## src/rtl/fetch_pkg.sv

```systemverilog
// Shared types and defaults for the instruction-fetch front end.
package fetch_pkg;

    localparam logic [31:0] RESET_PC_DEFAULT = 32'h0000_0040;

    typedef struct packed {
        logic [31:0] pc;
        logic [31:0] ins;
        logic        predict_taken;
        logic [31:0] predict_target;
    } fetch_entry_t;

    localparam int ENTRY_W = $bits(fetch_entry_t);

    // A taken branch whose target differs from the prediction is a mispredict
    // even when the direction matched.
    function automatic logic is_mispredict(
        input logic        branch_taken,
        input logic [31:0] jump_target,
        input logic        predict_taken,
        input logic [31:0] predict_target
    );
        return (branch_taken != predict_taken) ||
               (branch_taken && (jump_target != predict_target));
    endfunction

endpackage

```

## src/rtl/fetch_fifo.sv

```systemverilog
// Pointer/count FIFO with synchronous clear and a combinational head read.
module fetch_fifo #(
    parameter int DEPTH = 4,
    parameter int WIDTH = 97
) (
    input  logic                     clk,
    input  logic                     rst_n,
    input  logic                     clear,
    input  logic                     push,
    input  logic                     pop,
    input  logic [WIDTH-1:0]         din,
    output logic [WIDTH-1:0]         head,
    output logic                     head_valid,
    output logic [$clog2(DEPTH):0]   count
);

    localparam int PW = $clog2(DEPTH);

    logic [WIDTH-1:0] mem [DEPTH];
    logic [PW-1:0]    wr_ptr_reg;
    logic [PW-1:0]    rd_ptr_reg;
    logic [PW:0]      count_reg;
    logic             do_pop;

    assign do_pop     = pop && (count_reg != '0);
    assign head       = mem[rd_ptr_reg];
    assign head_valid = (count_reg != '0);
    assign count      = count_reg;

    always_ff @(posedge clk) begin
        if (push) begin
            mem[wr_ptr_reg] <= din;
        end
    end

    // Pointers wrap naturally because DEPTH is a power of two.
    always_ff @(posedge clk or negedge rst_n) begin
        if (!rst_n) begin
            wr_ptr_reg <= '0;
            rd_ptr_reg <= '0;
            count_reg  <= '0;
        end else if (clear) begin
            wr_ptr_reg <= '0;
            rd_ptr_reg <= '0;
            count_reg  <= '0;
        end else begin
            if (push) begin
                wr_ptr_reg <= wr_ptr_reg + PW'(1);
            end
            if (do_pop) begin
                rd_ptr_reg <= rd_ptr_reg + PW'(1);
            end
            case ({push, do_pop})
                2'b10:   count_reg <= count_reg + (PW+1)'(1);
                2'b01:   count_reg <= count_reg - (PW+1)'(1);
                default: count_reg <= count_reg;
            endcase
        end
    end

endmodule

```

## src/rtl/fetch_queue.sv

```systemverilog
// Instruction-fetch front end: PC/prediction, one in-flight imem read,
// and a decoupling queue toward decode, flushed on MB-stage redirects.
module fetch_queue
    import fetch_pkg::*;
#(
    parameter logic [31:0] RESET_PC = RESET_PC_DEFAULT,
    parameter int          DEPTH    = 4,
    parameter int          IMEM_AW  = 8
) (
    input  logic               clk,
    input  logic               rst_n,
    output logic [IMEM_AW-1:0] imem_addr,
    output logic               imem_read,
    input  logic [31:0]        imem_data,
    output logic [31:0]        pred_pc,
    input  logic               pred_taken,
    input  logic [31:0]        pred_target,
    input  logic               mb_if__valid,
    input  logic               mb_if__branch_taken,
    input  logic               mb_if__trap_taken,
    input  logic [31:0]        mb_if__jump_target,
    input  logic               mb_if__predict_taken,
    input  logic [31:0]        mb_if__predict_target,
    input  logic [31:0]        mb_if__pc_4,
    input  logic               id_ready,
    output logic               if_id__valid,
    output logic [31:0]        if_id__pc,
    output logic [31:0]        if_id__ins,
    output logic               if_id__predict_taken,
    output logic [31:0]        if_id__predict_target,
    output logic               if_id__instret,
    output logic               pipe_flush
);

    localparam int PW = $clog2(DEPTH);

    logic [31:0]  pc_reg;
    logic         pipe_flush_reg;
    logic         inflight_reg;
    logic [31:0]  inflight_pc_reg;
    logic         inflight_pt_reg;
    logic [31:0]  inflight_ptgt_reg;

    logic         redirect;
    logic [31:0]  redirect_target;
    logic [PW:0]  count;
    logic [PW+1:0] occupancy;
    logic         enq;
    logic         deq;
    fetch_entry_t enq_entry;
    fetch_entry_t head_entry;
    logic         head_valid;

    // The cycle right after a redirect ignores the MB stage, since whatever it
    // reports belongs to the squashed path.
    assign redirect = mb_if__valid && !pipe_flush_reg &&
                      (mb_if__trap_taken ||
                       is_mispredict(mb_if__branch_taken, mb_if__jump_target,
                                     mb_if__predict_taken, mb_if__predict_target));
    assign redirect_target = (mb_if__trap_taken || mb_if__branch_taken) ?
                             mb_if__jump_target : mb_if__pc_4;

    // Credit counts the outstanding read so a full queue never overflows.
    assign occupancy = {1'b0, count} + (PW+2)'(inflight_reg);
    assign imem_read = !redirect && (occupancy < (PW+2)'(DEPTH));
    assign imem_addr = pc_reg[IMEM_AW+1:2];
    assign pred_pc   = pc_reg;

    assign enq = inflight_reg && !redirect;
    assign deq = head_valid && id_ready;

    always_comb begin
        enq_entry                = '0;
        enq_entry.pc             = inflight_pc_reg;
        enq_entry.ins            = imem_data;
        enq_entry.predict_taken  = inflight_pt_reg;
        enq_entry.predict_target = inflight_ptgt_reg;
    end

    fetch_fifo #(
        .DEPTH (DEPTH),
        .WIDTH (ENTRY_W)
    ) u_fifo (
        .clk        (clk),
        .rst_n      (rst_n),
        .clear      (redirect),
        .push       (enq),
        .pop        (deq),
        .din        (enq_entry),
        .head       (head_entry),
        .head_valid (head_valid),
        .count      (count)
    );

    always_ff @(posedge clk or negedge rst_n) begin
        if (!rst_n) begin
            pc_reg            <= RESET_PC;
            pipe_flush_reg    <= 1'b1;
            inflight_reg      <= 1'b0;
            inflight_pc_reg   <= '0;
            inflight_pt_reg   <= 1'b0;
            inflight_ptgt_reg <= '0;
        end else begin
            pipe_flush_reg <= redirect;
            inflight_reg   <= imem_read;
            if (redirect) begin
                pc_reg <= redirect_target;
            end else if (imem_read) begin
                pc_reg            <= pred_taken ? pred_target : pc_reg + 32'd4;
                inflight_pc_reg   <= pc_reg;
                inflight_pt_reg   <= pred_taken;
                inflight_ptgt_reg <= pred_target;
            end
        end
    end

    assign pipe_flush            = pipe_flush_reg;
    assign if_id__valid          = head_valid;
    assign if_id__pc             = head_entry.pc;
    assign if_id__ins            = head_entry.ins;
    assign if_id__predict_taken  = head_entry.predict_taken;
    assign if_id__predict_target = head_entry.predict_target;
    assign if_id__instret        = head_valid && id_ready;

endmodule
```

## config.mk

```make
export PLATFORM = sky130hd
export DESIGN_NAME = fetch_queue
export DESIGN_NICKNAME = d
export VERILOG_FILES = /design/src/rtl/fetch_pkg.sv /design/src/rtl/fetch_fifo.sv /design/src/rtl/fetch_queue.sv
export SDC_FILE = /design/constraint.sdc
export NUM_CORES = 1
export LEC_CHECK = 0
export CORE_UTILIZATION = 50
export CTS_CLUSTER_DIAMETER = 80
export CTS_CLUSTER_SIZE = 40
export DETAILED_ROUTE_END_ITERATION = 7
export PLACE_DENSITY = 0.75
export SLEW_MARGIN = 20
export SYNTH_ARGS = -nofsm -noshare
export SYNTH_HDL_FRONTEND = slang
export SYNTH_HIERARCHICAL = 1
export SYNTH_SLANG_ARGS = --single-unit
```

## constraint.sdc

```tcl
create_clock -name clk -period 5.93 [get_ports clk]
set_clock_uncertainty 0.05 [all_clocks]
set_input_delay 1.186 -clock clk [delete_from_list [all_inputs] [get_ports clk]]
set_output_delay 1.186 -clock clk [all_outputs]
set_load 0.005 [all_outputs]
```

# After elaboration in Yosys (flattened, before gate mapping)

Memories as Yosys holds them, arrays and structs flattened.
Cells that the tools add are included.
W data, S select, Z words.

Register bits: 106
RAM bits: 388
Input port bits: 168
Output and inout bits: 141
Word-level logic and storage cells: 52
Memories kept: 1

Memory list:

| name       | words | width | rd ports | clocked after memory_dff | write ports | line             | text |
|---|---|---|---|---|---|---|---|
| u_fifo.mem | 4     | 97    | 1        | 0                        | 1           | fetch_fifo.sv:19 | `logic [WIDTH-1:0] mem [DEPTH];` |

Add/sub/neg operators: 6
Order comparisons: 1
Equality and inequality tests: 4
Mux-type cells: 12
Bitwise gates (word level): 1
Reductions and logical operators: 18

Operators with widths:

| cell                    | number |
|---|---|
| $mux W32                | 4 |
| $add A32 B3 Y32 const B | 1 |
| $ne A32 B32 Y1          | 1 |
| $mux W2                 | 4 |
| $logic_and A1 B1 Y1     | 7 |
| $pmux W3 S2             | 1 |
| $reduce_bool A2 Y1      | 3 |
| $reduce_bool A3 Y1      | 2 |
| $add A2 B1 Y2 const B   | 2 |
| $add A3 B1 Y4           | 1 |
| $lt A4 B3 Y1 const B    | 1 |
| $add A3 B1 Y3 const B   | 1 |
| $logic_or A1 B1 Y1      | 3 |
| $mux W3                 | 1 |
| $sub A3 B1 Y3 const B   | 1 |
| $eq A2 B1 Y1 const B    | 1 |
| $eq A2 B2 Y1 const B    | 1 |
| $logic_not A1 Y1        | 2 |
| $mux W1                 | 2 |
| $reduce_and A2 Y1       | 1 |
| $ne A1 B1 Y1            | 1 |
| $not A1 Y1              | 1 |

# Depth between registers and ports, before layout

Gate-level depths: netlist (run 1).

Depth in word-level cells: 10
Mapped depth: 13
Mapped depth without buffers: 11

# Hierarchy

The synthesis (run 1) kept the hierarchy.

Modules (own cells, without submodules):

| module      | instances | cells an instance | area an instance (µm²) | sequential area each (µm²) |
|---|---|---|---|---|
| fetch_fifo  | 1         | 557               | 14445.1                | 11826.3 |
| fetch_queue | 1         | 514               | 5609.1                 | 2479.9 |

# Worst setup path after synthesis (run 1)

OpenSTA, ideal clock, no wires.

Kind: input to register
Start point: in mb_if__jump_target[0]
End point: mem u_fifo.mem[0][0] (enable)
Library setup time: 0.467 ns
Arrival time: 5.413 ns
Required time: 5.413 ns
Setup slack: 0.001 ns
Stages: 9
Buffers on the path: 2
Cells stage by stage: xor2_1 -> nor4_1 -> nand4_1 -> nor4_2 -> nor2_1 -> clkbuf_1 -> nor2b_1 -> clkbuf_1 -> and2_1

Cells in the longest elaborated chain, start to end: 9

Ends and longest elaborated chain:

| element                       | line              | text |
|---|---|---|
| start, declared               | fetch_queue.sv:21 | `input logic [31:0] mb_if__jump_target,` |
| $ne A32 B32 Y1                | fetch_pkg.sv:24   | `(branch_taken && (jump_target != predict_target));` |
| $logic_and A1 B1 Y1           | fetch_pkg.sv:24   |  |
| $logic_or A1 B1 Y1            | fetch_pkg.sv:23   | `return (branch_taken != predict_taken) \|\|` |
| $logic_or A1 B1 Y1            | fetch_queue.sv:57 | `(mb_if__trap_taken \|\|` |
| $logic_and A1 B1 Y1           | fetch_queue.sv:56 | `assign redirect = mb_if__valid && !pipe_flush_reg &&` |
| $logic_not A1 Y1              | fetch_queue.sv:69 | `assign enq = inflight_reg && !redirect;` |
| $logic_and A1 B1 Y1           | fetch_queue.sv:69 |  |
| via enq                       | fetch_queue.sv:48 | `logic enq;` |
| $mux W1                       | fetch_fifo.sv:31  | `if (push) begin` |
| $mux W1 (implied by the code) | fetch_fifo.sv:32  | `mem[wr_ptr_reg] <= din;` |
| end, declared                 | fetch_fifo.sv:19  |  |

The timed path passes the listed nets, and every way through them passes these cells.

# Final worst setup path (run 1)

Start point: in mb_if__jump_target[16]
End point: out imem_read

Cells in the longest elaborated chain, start to end: 7

Ends and longest elaborated chain:

| element             | line              | text |
|---|---|---|
| $ne A32 B32 Y1      | fetch_pkg.sv:24   |  |
| $logic_and A1 B1 Y1 | fetch_pkg.sv:24   |  |
| $logic_or A1 B1 Y1  | fetch_pkg.sv:23   |  |
| $logic_or A1 B1 Y1  | fetch_queue.sv:57 |  |
| $logic_and A1 B1 Y1 | fetch_queue.sv:56 |  |
| $logic_not A1 Y1    | fetch_queue.sv:65 | `assign imem_read = !redirect && (occupancy < (PW+2)'(DEPTH));` |
| $logic_and A1 B1 Y1 | fetch_queue.sv:65 |  |
| end, declared       | fetch_queue.sv:13 | `output logic imem_read,` |

Every way passes these cells.

==> impl.org, run 1 <==
** Clock tree
- Clock input transition at the sequential cells of the worst setup and hold paths :: 0.11 ns
- Clock Root Buffer :: sky130_fd_sc_hd__clkbuf_16
- TritonCTS clock tree :: built
- Buffer count from post-CTS setup fixing :: 0
- Counting the buffers created by CTS gives 22.
- After clock tree synthesis, the repair step resized 0 gates.
- Worst skew pair latency :: 0.56 ns
- CTS Buffer Depth :: 3
- Hold buffer count at cts :: 0
- CTS saw 494 sinks.
- Number of levels in the clock H-tree :: 1

** Layout
- Multi-input logic area :: 5400 um^2
- After routing the design area is 24600 um^2.
- Layout-stage area growth over the synthesis result :: 22.8%
- Top register by number of flip-flops :: u_fifo/mem
- For this run, the post-layout net count is 1541.
- In the final layout, the share of cells above drive strength 1 is 19.1%.
- Register cell area after layout :: 14300 um^2
- The register with the most flip-flops in the layout has 388 of them.
- Fill cells :: 2805

** Synth
- The share of the Yosys chip area taken by registers is 71.3%.
- Async set-reset flop share out of synthesis :: 21.5%
- Yosys printed 6 warnings.
- The number of nets in the synthesized netlist is 1245.
- In this run the mean area of a mapped cell was 18.7 um^2.
- FF+latch count, synth :: 494
- Number of standard cells after synthesis :: 1071
- Number of synthesized flops with an enable pin :: 388
- After synthesis, the netlist uses 62 different library cells.
- Ys flop type :: sky130_fd_sc_hd__edfxtp_1
- After synthesis the cells add up to 20100 um^2.

** Detailed routing
- The first detailed-routing pass took 5 iterations.
- Drt wl/cell :: 25.4 um
- Wires add up to 48300 um.
- The detailed router finished its first iteration with 899 violations.
- In this run the remaining antenna-violating nets after routing total 0.
- Via count :: 11100
- For this run, design rule violations remaining after detail routing come to 0.
- Dividing the detail-routed via count by the number of cells gives 5.84.

** Worst setup path
- For the worst setup path, the data required time is 4.69 ns.
- Stage delay of the slowest cell on the critical path :: 0.61 ns
- Cell type of the slowest stage on the worst timing path :: sky130_fd_sc_hd__nor4_1
- Of all nets on the critical path, the largest fanout is 3.
- CP Cell Sequence :: clkdlybuf4s50_1 -> xor2_1 -> nor4_1 -> buf_4 -> nand3_1 -> nor4_2 -> o21ai_4 -> inv_1 -> clkdlybuf4s50_1
- Critical Path Most Common Cell :: sky130_fd_sc_hd__clkdlybuf4s50_1
- Cell family with most CP delay :: buffers and inverters
- The number of buffers and inverters on the critical path is 4.
- STA puts the critical path data arrival time at 4.01 ns.
- Critical path launch point type :: input port
- The worst setup path is captured at a primary output.
- Kind of critical path :: in -> out

** Hold path
- The tightest min-delay check is of the reg -> reg type.

** Run status
- Status :: completed

** STA
- Finish-stage setup viols :: 0
- Final Critical Period :: 5.24 ns
- Tightest Pin Transition :: 1.06 ns
- Max-slew violations :: 0
- Tcrit/Tclk final :: 88.4%
- The final hold violation count is 0.
- For the final routed database, the setup TNS stands at 0 ns.
- Setup repair after global routing left no endpoint under its margin.
- Derived from the worst setup path, the maximum achievable clock frequency is 191 MHz.
- In this run the tightest slew margin relative to its limit is 29.6%.

** Floorplan
- From left edge to right edge, the die measures 202 um.
- The die is 202 um tall.
- Area of the core :: 39100 um^2
- Die Footprint :: 40900 um^2
- IO Pins :: 309
- Floorplan row count :: 72
- Initial Util :: 51.3%

** Global route
- After global routing, the most crowded layer is met2.
- For this run, the total global-route usage over all layers was measured as 23.8%.
- Grt met2 use :: 39.9%
- Via count of the first global-routing pass :: 11300
- The first global-routing pass estimated 71900 um of wire.
- The total overflow left after global routing is 0.
- M1 GR Usage :: 32.3%
- Initial antenna violation count :: 1
- Largest net degree at the start of global routing :: 66
- In the global route stage, met3 resource usage came out at 4.63%.

** Placed design
- After legalization and detailed placement, the total HPWL measured 32700 um.
- Port-buffer cells :: 308
- Global placer's final weighted congestion :: 0.810
- Post-placement cell area :: 23800 um^2

** Power and ir drop
- Worst supply voltage drop on vdd :: 0.322 mV
- Overall power of the completed layout :: 11.2 mW
- P per Cell Area :: 455 nW/um^2
- Static Leakage :: 8.29 nW

** Flow run
- Max-cap violations :: 0
per-stage QoR:
stage	worst slack (ns)	utilization, %	hold WS [ns]	cells
global route	0.582	63.0	0.489	1902
CTS	0.610	63.0	0.465	1901
floorplan	0.000641	-	0.421	1071
global placement	0.652	60.9	0.433	1861
detailed placement	0.643	60.9	0.450	1861
finish	0.687	63.0	0.466	1902
worst register-to-register path, stage by stage, from the launching register on:
cell                       delay, ns
sky130_fd_sc_hd__dfrtp_1        0.55
sky130_fd_sc_hd__ha_1           0.23
sky130_fd_sc_hd__and3_1         0.30
sky130_fd_sc_hd__nand3_1        0.43
sky130_fd_sc_hd__or4_4          0.71
sky130_fd_sc_hd__o221ai_2       0.17
sky130_fd_sc_hd__a21oi_1        0.12
sky130_fd_sc_hd__mux2_2         0.27
cells by family (layout without fill, tap and decap cells):
family,count (synthesis),after routing,share of synthesized area (%)
AO/OA/AOI/OAI,102,102,3.35
adder cells (fa/ha/maj),6,6,0.412
multiplexers,229,229,17.9
XOR/XNOR,37,37,1.62
AND/OR/NAND/NOR,124,124,3.38
other,0,1,0
flip-flops,494,494,71.3
buffers and inverters,79,391,1.96
area by class of cell:
type	count	share of cell area (%)
sequential	494	58.1
multi-input combinational	498	21.9
timing repair buffer	336	13.8
tap	518	2.63
clock buffer	24	2.35
clock inverter	16	0.914
inverter	15	0.229
antenna	1	0.0102
routing by layer:
| layer | vias up | part of all wire, % |
|---|---|---|
| met2 | 418 | 50 |
| met1 | 5769 | 41 |
| li1 | 4867 | - |
| met4 | 0 | 1.8 |
| met5 | - | 0 |
| met3 | 54 | 6.6 |
cell usage after synthesis (11+ instances only):
library cell	n	share of area (%)
sky130_fd_sc_hd__edfxtp_1	388	58
sky130_fd_sc_hd__dfrtp_1	104	13
sky130_fd_sc_hd__mux4_2	97	11
sky130_fd_sc_hd__mux2_2	75	4.2
sky130_fd_sc_hd__mux2i_1	57	2.8
sky130_fd_sc_hd__nor2_1	29	0.54
sky130_fd_sc_hd__clkbuf_1	27	0.51
sky130_fd_sc_hd__xor2_1	26	1.1
sky130_fd_sc_hd__a21oi_1	25	0.62
sky130_fd_sc_hd__buf_2	19	0.47
sky130_fd_sc_hd__nand2_1	19	0.36
sky130_fd_sc_hd__o21ai_0	19	0.47
sky130_fd_sc_hd__inv_1	15	0.28
sky130_fd_sc_hd__and3_1	13	0.41
sky130_fd_sc_hd__nor3_1	13	0.32
sky130_fd_sc_hd__nand3_1	11	0.27
sky130_fd_sc_hd__xnor2_1	11	0.48
power by group:
part | internal (mW) | switching, mW | total [mW]
logic | 2.08 | 1.60 | 3.68
registers | 4.86 | 0.700 | 5.57
clock network | 0.799 | 1.17 | 1.97
path summary, 6_finish.rpt:
| path | from | to | slack (ns) | depth (start not counted) |
|---|---|---|---|---|
| setup / recovery | mb_if__jump_target[16] | imem_read | 0.69 | 9 |
| min in group asynchronous | rst_n | inflight_pc_reg[25] | 0.67 | 1 |
| max in group asynchronous | rst_n | inflight_pc_reg[15] | 3.97 | 2 |
| hold / removal | inflight_pc_reg[27] | u_fifo/mem[1][92] | 0.47 | 0 |
| setup reg to reg | pred_pc[2] | pred_pc[30] | 2.99 | 7 |
| hold reg to reg | inflight_pc_reg[27] | u_fifo/mem[1][92] | 0.47 | 0 |
placed cells by master (no fill, tap or decap), drive strengths merged, types with 3 or more instances in the layout:
cell type        n
xnor2           11
xor2            26
mux2            75
ha               5
o22ai            9
a32oi            4
clkbuf          24
edfxtp         388
nand2           19
nor2            29
and2             6
nor4             9
or3              6
a22oi            5
mux2i           57
nor3            13
a2bb2oi          3
o21ai           20
and3            13
nand3           12
buf             30
mux4            97
inv             26
o31ai            5
a31oi            8
clkdlybuf4s50  306
dfrtp          104
clkinv           4
nand4            9
a21oi           25
No activity file was read; power rests on OpenSTA's default activity.
==> inputs of run 2 (changes only) <==
Settings changed: GPL_TIMING_DRIVEN set to 0.
==> run 2 against run 1 <==
Total power is 0.73% higher. Critical path depth rose by 1. Clock-buffer cell count decreased by 1. Clock power down 3%. Global-route usage up 1.1 points. Hold slack got worse by 0.0063 ns. Cell count increased by 2.3%. Final area up 0.73%. Maximum frequency down 7.9%. Die area did not move. Combinational power is 6.3% higher. Critical path type unchanged. Critical endpoint unchanged. Highest routed layer is now met5.
==> impl.org, run 2 (same netlist as run 1, synthesis figures left out) <==
** Clock tree
- Number of levels in the clock H-tree :: 1
- Number of clock buffers inserted by TritonCTS :: 20
- The longest clock path from root to sink contains 3 buffers.
- Clock latency on the worst-skew pair, taken at its later pin, is 0.56 ns.
- Hold buffer count at cts :: 0
- Clock Root Buffer :: sky130_fd_sc_hd__clkbuf_16
- The clock net in this run drives a total of 494 sinks.
- Clock input transition at the sequential cells of the worst setup and hold paths :: 0.13 ns
- CTS-repair resized insts :: 0
- TritonCTS clock tree :: built
- Buffer count from post-CTS setup fixing :: 0

** Placed design
- After detailed placement, the total cell area comes to 24000 um^2.
- The count of buffers added on input and output ports is 308.
- Global placer's final weighted congestion :: 0.909
- The wire-length estimate of the detail-placed layout is 36400 um.
- Post-placement setup slack :: -0.391 ns
- Including well taps, the total number of placed cells is 1906.

** Detailed routing
- Dividing the detail-routed wire length by the instance count gives 26.1 um.
- Number of remaining DRC errors :: 0
- The first detailed-routing pass took 5 iterations.
- Summing over every cut layer, the via total after detailed routing is 11400.
- The detail route stage leaves a number of antenna-violating nets equal to 0.
- Iteration-0 DRC Markers :: 888
- Via count normalized by instance count :: 5.84
- Routed wire length :: 50700 um

** Layout
- The register with the most flip-flops in the layout has 388 of them.
- Share of final-layout standard cells stronger than drive strength 1 :: 18.8%
- Compared with the post-synthesis result, the final layout area differs by 23.7%.
- Final net count :: 1584
- Commonest non-fill, non-tap cell in the layout :: sky130_fd_sc_hd__edfxtp_1
- Most frequent cells in the layout :: sky130_fd_sc_hd__edfxtp_1, sky130_fd_sc_hd__clkdlybuf4s50_1, sky130_fd_sc_hd__dfrtp_1
- Final cell count without fillers :: 1946
- The finished cells cover 24800 um^2.
- Counting flops per register, the top entry is u_fifo/mem.

** STA
- Max-slew violations :: 0
- At the pin with the least slew margin, the transition time is 1.07 ns.
- Dividing the final minimum period by the clock period gives 96.0%.
- Highest attainable clock frequency :: 176 MHz
- Unrepaired setup endpoints after global routing :: false
- Finish-stage setup viols :: 0
- Final Critical Period :: 5.70 ns
- Total negative slack for setup checks :: 0 ns
- PnR worst setup slack :: 0.235 ns
- The final hold violation count came to 0.
- Measured against its own limit, the worst slew margin works out to 28.8%.

** Floorplan
- IO Pins :: 309
- For this configuration, the core starts out at a cell density of 51.3%.
- The die is 202 um wide.
- Height of the die :: 202 um
- Floorplan row count :: 72
- The die covers 40900 um^2.
- The core region is 39100 um^2.

** Worst setup path
- Data required time at the worst endpoint :: 4.69 ns
- Critical path launch point type :: input port
- Kind of critical path :: in -> out
- Along the worst path, the maximum fanout reaches 10.
- Crit end category :: primary output
- Crit path arrival time :: 4.46 ns

** Hold path
- The min-delay analysis places its worst path in the category reg -> reg.

** Global route
- For this run, the total global-route usage over all layers was measured as 24.9%.
- Global-route wire length before repair :: 74600 um
- Via count of the first global-routing pass :: 11500
- Entering global routing, the biggest net connects 55 pins.
- Sum of overflow across all layers after global routing :: 0
- The number of antenna violations at the first check in global routing came to 5.

** Power and ir drop
- Overall power of the completed layout :: 11.3 mW
- Static Leakage :: 8.39 nW
- VDD sags by at most 0.278 mV.
- P per Cell Area :: 455 nW/um^2

** Run status
- Status :: completed

** Flow run
- Max-cap violations in this run came to 0.
-- run 2: cell count changes in the layout (fill, tap and decap cells not counted), sizes merged --
cell           delta
buf              +17
clkbuf           +26
clkdlybuf4s50     +1
clkinv            +5
clkinvlp          -1
diode             +3
inv               -7
-- run 2: worst paths after layout --
| check | cells past startpoint | endpoint | from | slack (ns) |
|---|---|---|---|---|
| worst max-delay path | 10 | imem_read | mb_if__jump_target[18] | 0.23 |
| worst min register to register | 0 | u_fifo/mem[1][96] | inflight_pc_reg[31] | 0.46 |
| max in group asynchronous | 2 | inflight_pc_reg[31] | rst_n | 4.60 |
| worst max register to register | 9 | u_fifo/mem[1][84] | pipe_flush | 1.87 |
| min in group asynchronous | 1 | inflight_pc_reg[27] | rst_n | 0.51 |
| worst min-delay path | 0 | u_fifo/mem[1][96] | inflight_pc_reg[31] | 0.46 |
-- run 2: layout make-up --
cell class	instances	area (um^2)
Tap cell	518	648
Clock inverter	13	213
Multi-Input combinational cell	498	5370
Clock buffer	23	576
Antenna cell	4	10.0
Sequential cell	494	14300
Timing Repair Buffer	317	3290
Inverter	15	56.3
Buffer	64	338
Fill cell	2758	14300
-- run 2: per-stage QoR --
stage	utilization (%)	hold slack (ns)
finish	63.5	0.459
global route	63.5	0.483
CTS	63.4	0.464
detailed placement	61.4	0.447
global placement	60.8	0.430
floorplan	-	0.421
-- run 2: worst max-delay path, stage by stage --
cell                              delay (ns)
sky130_fd_sc_hd__clkdlybuf4s50_1        0.50
sky130_fd_sc_hd__xor2_1                 0.18
sky130_fd_sc_hd__nor3_1                 0.44
sky130_fd_sc_hd__nand3_1                0.29
sky130_fd_sc_hd__nor4_2                 0.38
sky130_fd_sc_hd__o21ai_1                0.23
sky130_fd_sc_hd__buf_2                  0.30
sky130_fd_sc_hd__buf_2                  0.26
sky130_fd_sc_hd__inv_1                  0.15
sky130_fd_sc_hd__clkdlybuf4s50_1        0.52
-- run 2: power by group --
group | total [mW] | leakage (nW) | switching [mW] | internal, mW
logic | 3.91 | 3.23 | 1.78 | 2.13
registers | 5.47 | 4.79 | 0.601 | 4.87
clock network | 1.92 | 0.374 | 1.14 | 0.778
total | 11.3 | 8.39 | 3.52 | 7.77
-- run 2: per-layer routing --
metal	track usage (%)	share of wire, %	vias to the layer above
met3	3.55	6.2	75
li1	-	-	4944
met5	0	0.028	-
met4	6.85	2.7	2
met1	33.9	40	5885
met2	42.0	51	462
